==> src/rtl/interrupt_dispatch.sv <==
// interrupt_dispatch: prioritised interrupt redirect unit for a PC mux.
// Detects request edges, picks the highest-priority enabled line, saves the
// return PC and running level on a nesting stack, and drives the redirect.
// Optional feature macro: INTERRUPT_NESTING_EN (multi-level preemption up to
// Depth; without it a single stack entry is used and nesting is blocked).

package interrupt_dispatch_pkg;
    typedef enum logic {
        PC_NORMAL    = 1'b0,
        PC_INTERRUPT = 1'b1
    } pc_interrupt_mux_t;
endpackage

module interrupt_dispatch
    import interrupt_dispatch_pkg::*;
#(
    parameter int AddrWidth = 32,
    parameter int NumIrq    = 8,
    parameter int PrioWidth = 3,
    parameter int Depth     = 4
) (
    input  logic                          clk,
    input  logic                          reset,
    input  logic [NumIrq-1:0]             irq_req,
    input  logic [NumIrq-1:0]             irq_en,
    input  logic [NumIrq*PrioWidth-1:0]   irq_prio,
    input  logic                          global_ie,
    input  logic [AddrWidth-1:0]          vec_base,
    input  logic [AddrWidth-1:0]          pc_normal,
    input  logic                          stall,
    input  logic                          mret,
    output pc_interrupt_mux_t             sel,
    output logic [AddrWidth-1:0]          pc_interrupt,
    output logic                          irq_take,
    output logic [$clog2(NumIrq)-1:0]     irq_id,
    output logic [PrioWidth-1:0]          level,
    output logic [$clog2(Depth):0]        depth
);

    localparam int unsigned IdW = $clog2(NumIrq);
    localparam int unsigned DW  = $clog2(Depth) + 1;
`ifdef INTERRUPT_NESTING_EN
    localparam int unsigned StackN = Depth;
`else
    localparam int unsigned StackN = 1;
`endif

    localparam logic [1:0] ST_IDLE = 2'd0;
    localparam logic [1:0] ST_IRQ  = 2'd1;
    localparam logic [1:0] ST_RET  = 2'd2;

    logic [1:0]           state;
    logic [NumIrq-1:0]    irq_prev;
    logic [NumIrq-1:0]    pending;
    logic [NumIrq-1:0]    edges;
    logic [NumIrq-1:0]    pend_eff;
    logic [NumIrq-1:0]    clr;
    logic [AddrWidth-1:0] stk_pc  [StackN];
    logic [PrioWidth-1:0] stk_lvl [StackN];
    logic [IdW-1:0]       best_id;
    logic [PrioWidth-1:0] best_prio;
    logic [DW-1:0]        depth_m1;
    logic [AddrWidth-1:0] pop_pc;
    logic [PrioWidth-1:0] pop_lvl;
    logic                 do_pop;
    logic                 do_push;

    // A rising edge seen this cycle is already a candidate (1-cycle latency).
    assign edges    = irq_req & ~irq_prev;
    assign pend_eff = pending | edges;
    assign depth_m1 = depth - 1'b1;

    assign do_pop  = (state == ST_IDLE) && mret && (depth != '0);
    assign do_push = !do_pop && global_ie && (state == ST_IDLE) &&
                     (best_prio > level) && (depth < DW'(StackN));
    assign clr     = do_push ? (NumIrq'(1) << best_id) : '0;

    assign sel      = (state == ST_IDLE) ? PC_NORMAL : PC_INTERRUPT;
    assign irq_take = (state == ST_IRQ) && !stall;

    // Candidate: highest nonzero priority among pending enabled lines, ties to lowest index.
    always_comb begin
        best_id   = '0;
        best_prio = '0;
        for (int unsigned i = 0; i < NumIrq; i++) begin
            if (pend_eff[i] && irq_en[i] &&
                (irq_prio[i*PrioWidth +: PrioWidth] > best_prio)) begin
                best_id   = IdW'(i);
                best_prio = irq_prio[i*PrioWidth +: PrioWidth];
            end
        end
    end

    // Top-of-stack read for the return path.
    always_comb begin
        pop_pc  = '0;
        pop_lvl = '0;
        for (int unsigned i = 0; i < StackN; i++) begin
            if (DW'(i) == depth_m1) begin
                pop_pc  = stk_pc[i];
                pop_lvl = stk_lvl[i];
            end
        end
    end

    // Edge history and pending latch; a new edge on an already-pending line survives its clear.
    always_ff @(posedge clk or negedge reset) begin
        if (!reset) begin
            irq_prev <= '0;
            pending  <= '0;
        end else begin
            irq_prev <= irq_req;
            pending  <= (pending & ~clr) | (edges & ~(clr & ~pending));
        end
    end

    // Nesting stack: push return PC and running level on entry.
    always_ff @(posedge clk or negedge reset) begin
        if (!reset) begin
            for (int unsigned i = 0; i < StackN; i++) begin
                stk_pc[i]  <= '0;
                stk_lvl[i] <= '0;
            end
        end else begin
            for (int unsigned i = 0; i < StackN; i++) begin
                if (do_push && (DW'(i) == depth)) begin
                    stk_pc[i]  <= pc_normal;
                    stk_lvl[i] <= level;
                end
            end
        end
    end

    // Dispatch FSM: IDLE takes or returns, IRQ/RET hold the redirect until not stalled.
    always_ff @(posedge clk or negedge reset) begin
        if (!reset) begin
            state        <= ST_IDLE;
            pc_interrupt <= '0;
            irq_id       <= '0;
            level        <= '0;
            depth        <= '0;
        end else begin
            case (state)
                ST_IDLE: begin
                    if (do_pop) begin
                        depth        <= depth_m1;
                        level        <= pop_lvl;
                        pc_interrupt <= pop_pc;
                        state        <= ST_RET;
                    end else if (do_push) begin
                        depth        <= depth + 1'b1;
                        level        <= best_prio;
                        irq_id       <= best_id;
                        pc_interrupt <= vec_base + (AddrWidth'(best_id) << 2);
                        state        <= ST_IRQ;
                    end
                end
                ST_IRQ, ST_RET: begin
                    if (!stall) begin
                        state <= ST_IDLE;
                    end
                end
                default: state <= ST_IDLE;
            endcase
        end
    end

endmodule
==> config.mk <==
export PLATFORM = sky130hd
export DESIGN_NAME = interrupt_dispatch
export DESIGN_NICKNAME = d
export VERILOG_FILES = /design/src/rtl/interrupt_dispatch.sv
export SDC_FILE = /design/constraint.sdc
export NUM_CORES = 1
export LEC_CHECK = 0
export CAP_MARGIN = 40
export CORE_MARGIN = 5
export CORE_UTILIZATION = 35
export DETAILED_ROUTE_END_ITERATION = 8
export HOLD_SLACK_MARGIN = 0.05
export SETUP_SLACK_MARGIN = 0.2
export SYNTH_ARGS = -nofsm -noshare
export SYNTH_HDL_FRONTEND = slang
export SYNTH_SLANG_ARGS = --single-unit
==> constraint.sdc <==
create_clock -name clk -period 32.8 [get_ports clk]
set_input_delay 6.56 -clock clk [delete_from_list [all_inputs] [get_ports clk]]
set_output_delay 6.56 -clock clk [all_outputs]
set_load 0.005 [all_outputs]
==> reports/qor.csv <==
stage,metric,value,unit
die,start_util,35.7,%
worst_setup_path,crit_slowest_cell,a311oi_1,
sta,final_max_slew_viol_count,0,
die,dieArea,18800,um2
cells_and_area,diodes,0,
route,wl_per_cell,17.2,um
cells_and_area,final_cell_mix,"150 x clkdlybuf4s50_1, 94 x dfrtp_1, 74 x nor2_1, 67 x a21oi_1, 37 x mux2_2",
placed_design,dp_hpwl,12.7,mm
global_routing,gr-total-overflow,0,
worst_setup_path,r2r-end,pc_interrupt[30],
clock_network,worstSkewPairLatency,0.35,ns
clock_network,clkSlewWorstSetupHoldPaths,0.07,ns
global_routing,grt_pass1_wl,26.2,mm
clock_network,cts_resized,0,
cells_and_area,area_growth,36.6,%
power_and_ir_drop,peakVddDrop,39.9,uV
power_and_ir_drop,fin_total_pwr,0.489,mW
power_and_ir_drop,powerDensity,63.2,nW/um2
route,drc_errors,0,
min_path,holdPathEnd,pc_interrupt[24],
worst_setup_path,cp_num_buf_inv,7,
sta,slew_headroom,51.5,%
worst_setup_path,end_kind,register,
cells_and_area,drive_above_1_share,12.7,%
sta,setup_slack,13.83,ns
clock_network,cts_root_buf,clkbuf_16,
clock_network,cts_sinks,94,
min_path,worstHoldPathType,register to register,
worst_setup_path,crit_type,input port to register,
synth,netlist_instances,587,
synth,ys_ff_latch,94,
worst_setup_path,r2r_cells,57,
power_and_ir_drop,p_leak,3.33,nW
global_routing,antenna_found_initial,0,
synth,syn-num-nets,720,
synth,yosysWarnings,0,
route,ant_nets,0,
die,rows,46,
sta,hold_viol_final,0,
sta,tightestPinTransition,0.723,ns
min_path,min_path_cells,2,
sta,fmax,52.7,MHz
global_routing,grt_pass1_vias,4995,
worst_setup_path,r2r_start,pending[0],
cells_and_area,final_common_cell,clkdlybuf4s50_1,
route,drtPass1Iterations,4,
min_path,min_from,pc_interrupt[24],
cells_and_area,final_area,7740,um2
status,status,finished clean,
placed_design,placed_area,7430,um2
synth,async_reset_ff_share,100,%
run,maxCapViolCount,0,
clock_network,cts_buffers,9,
synth,synth_edf_count,0,
die,ios,152,
cells_and_area,fin_util,48.7,%
sta,fin_worst_skew,0.00694,ns
sta,rsz0062_at_grt,false,
clock_network,cts_tree,done,
global_routing,grt_max_degree,50,
worst_setup_path,critPathRequiredTime,33.02,ns
route,via_per_inst,5.03,
clock_network,cts_buffer_depth,2,
placed_design,io_buffers,151,
worst_setup_path,rrSetupSlack,20.20,ns
synth,synth_area,5670,um2
cells_and_area,final-seq-area,2350,um2
worst_setup_path,start_kind,input port,
cells_and_area,num-fill-cells,1504,
die,die_w,137,um
placed_design,gp_congestion,0.812,
sta,tns,0,ns
route,wl,16.4,mm
route,drtIter0Drc,265,
sta,finalCriticalPeriod,18.97,ns
route,num_vias,4802,
synth,ys_seq_area_share,41.5,%
synth,syn_area_per_cell,9.66,um2
clock_network,holdBufCountCts,0,
worst_setup_path,cpMostUsedCell,ha_1,
worst_setup_path,crit_fanout,7,
cells_and_area,final_cells,954,
clock_network,postCtsSetupRepairBufs,0,
sta,finalSetupViolations,0,
sta,period_share,57.8,%
placed_design,dpl_worst_slack,13.49,ns
worst_setup_path,cp_top_family,compound AO/OA/AOI/OAI gates,
die,die_h,137,um
global_routing,grt_usage,17.8,%
cells_and_area,nNetsFinal,866,
placed_design,dp.cells,938,
synth,ys.flop_type,dfrtp_1,
clock_network,cts.htree.levels,3,
synth,ys_types,74,
worst_setup_path,cp_slowest_stage_delay,0.58,ns
worst_setup_path,crit_cells,59,
cells_and_area,multi_input_area,3100,um2
worst_setup_path,arrival,19.19,ns
sta,fin_hold_ws,0.506,ns
die,core_area,15900,um2
==> cell type report <==
type	count	share of cell area [%]
tap	216	3.49
timing repair buffer	158	20.5
inverter	33	1.60
multi-input combinational	437	40.1
sequential	94	30.4
clock inverter	5	0.824
clock buffer	11	3.14
==> Yosys cell counts, types with 2 or more instances <==
cell type	instances	area, um2
a211oi_1	4	30.0
a21o_1	4	30.0
a21o_2	2	17.5
a21oi_1	68	340
a22oi_1	14	105
a31oi_1	2	12.5
and2_1	5	31.3
and3_1	4	25.0
buf_1	9	33.8
clkbuf_1	12	45.0
dfrtp_1	94	2350
ha_1	23	288
inv_1	33	124
maj3_1	5	50.1
maj3_2	7	78.8
mux2_2	37	417
mux2i_1	6	60.1
nand2_1	25	93.8
nand2b_1	4	25.0
nand3_1	17	85.1
nand4_1	9	56.3
nor2_1	75	282
nor2b_1	11	68.8
nor2b_4	2	27.5
nor3_1	6	30.0
o211a_1	4	40.0
o211ai_1	6	45.0
o21a_1	3	22.5
o21ai_0	13	65.1
o21ai_1	5	25.0
o22ai_1	4	25.0
o31ai_1	2	15.0
o31ai_4	2	42.5
or2_2	3	18.8
xnor2_1	23	201
xor2_1	6	52.6
==> how the worst max path moves through the flow <==
stage | startpoint | endpoint
2_1_floorplan | irq_req[0] | pc_interrupt[30]
3_3_place_gp | irq_req[0] | pc_interrupt[26]
3_5_place_dp | irq_req[0] | pc_interrupt[30]
4_1_cts | irq_req[0] | pc_interrupt[30]
5_1_grt | irq_req[0] | pc_interrupt[30]
6_report | irq_req[0] | pc_interrupt[30]
==> cells by family (layout without fill, tap and decap cells) <==
family	after synthesis	after routing	share of synthesized area (%)
and+or+nand+nor	175	175	15.5
adders and majority gates	36	36	7.70
DFF	94	94	41.5
muxes	44	44	8.81
xor gates and xnor gates	29	29	4.48
buffers and inverters	56	207	3.86
AOI/OAI and AO/OA	153	153	18.2
==> worst reg2reg max path, delay by kind of cell, from the launching register on <==
kind	cells	cell delay, ns
compound gates	22	4.57
xor+xnor	1	0.16
fa+ha+maj	11	3.10
buf+inv	6	0.62
flops	1	0.41
mux	4	1.10
simple gates	13	2.52
==> registers in the layout, summed over array words and instances (netlist names) <==
name,flops
pending,8
level,3
pc_interrupt,32
depth,3
stk_lvl,3
state,2
stk_pc,32
irq_id,3
irq_prev,8
==> power by group <==
part           internal (mW)  leakage [nW]  switching, mW
clock                 0.0621         0.147         0.0474
combinational          0.109          2.02          0.100
sequential             0.149          1.16         0.0218
==> routing by layer <==
layer / share of wire [%] / track usage (%)
met1: 43 / 23.7
met2: 49 / 28.8
met3: 5.7 / 3.76
met4: 2.4 / 6.49
met5: 0 / 0
(Power assumes the default switching activity.)
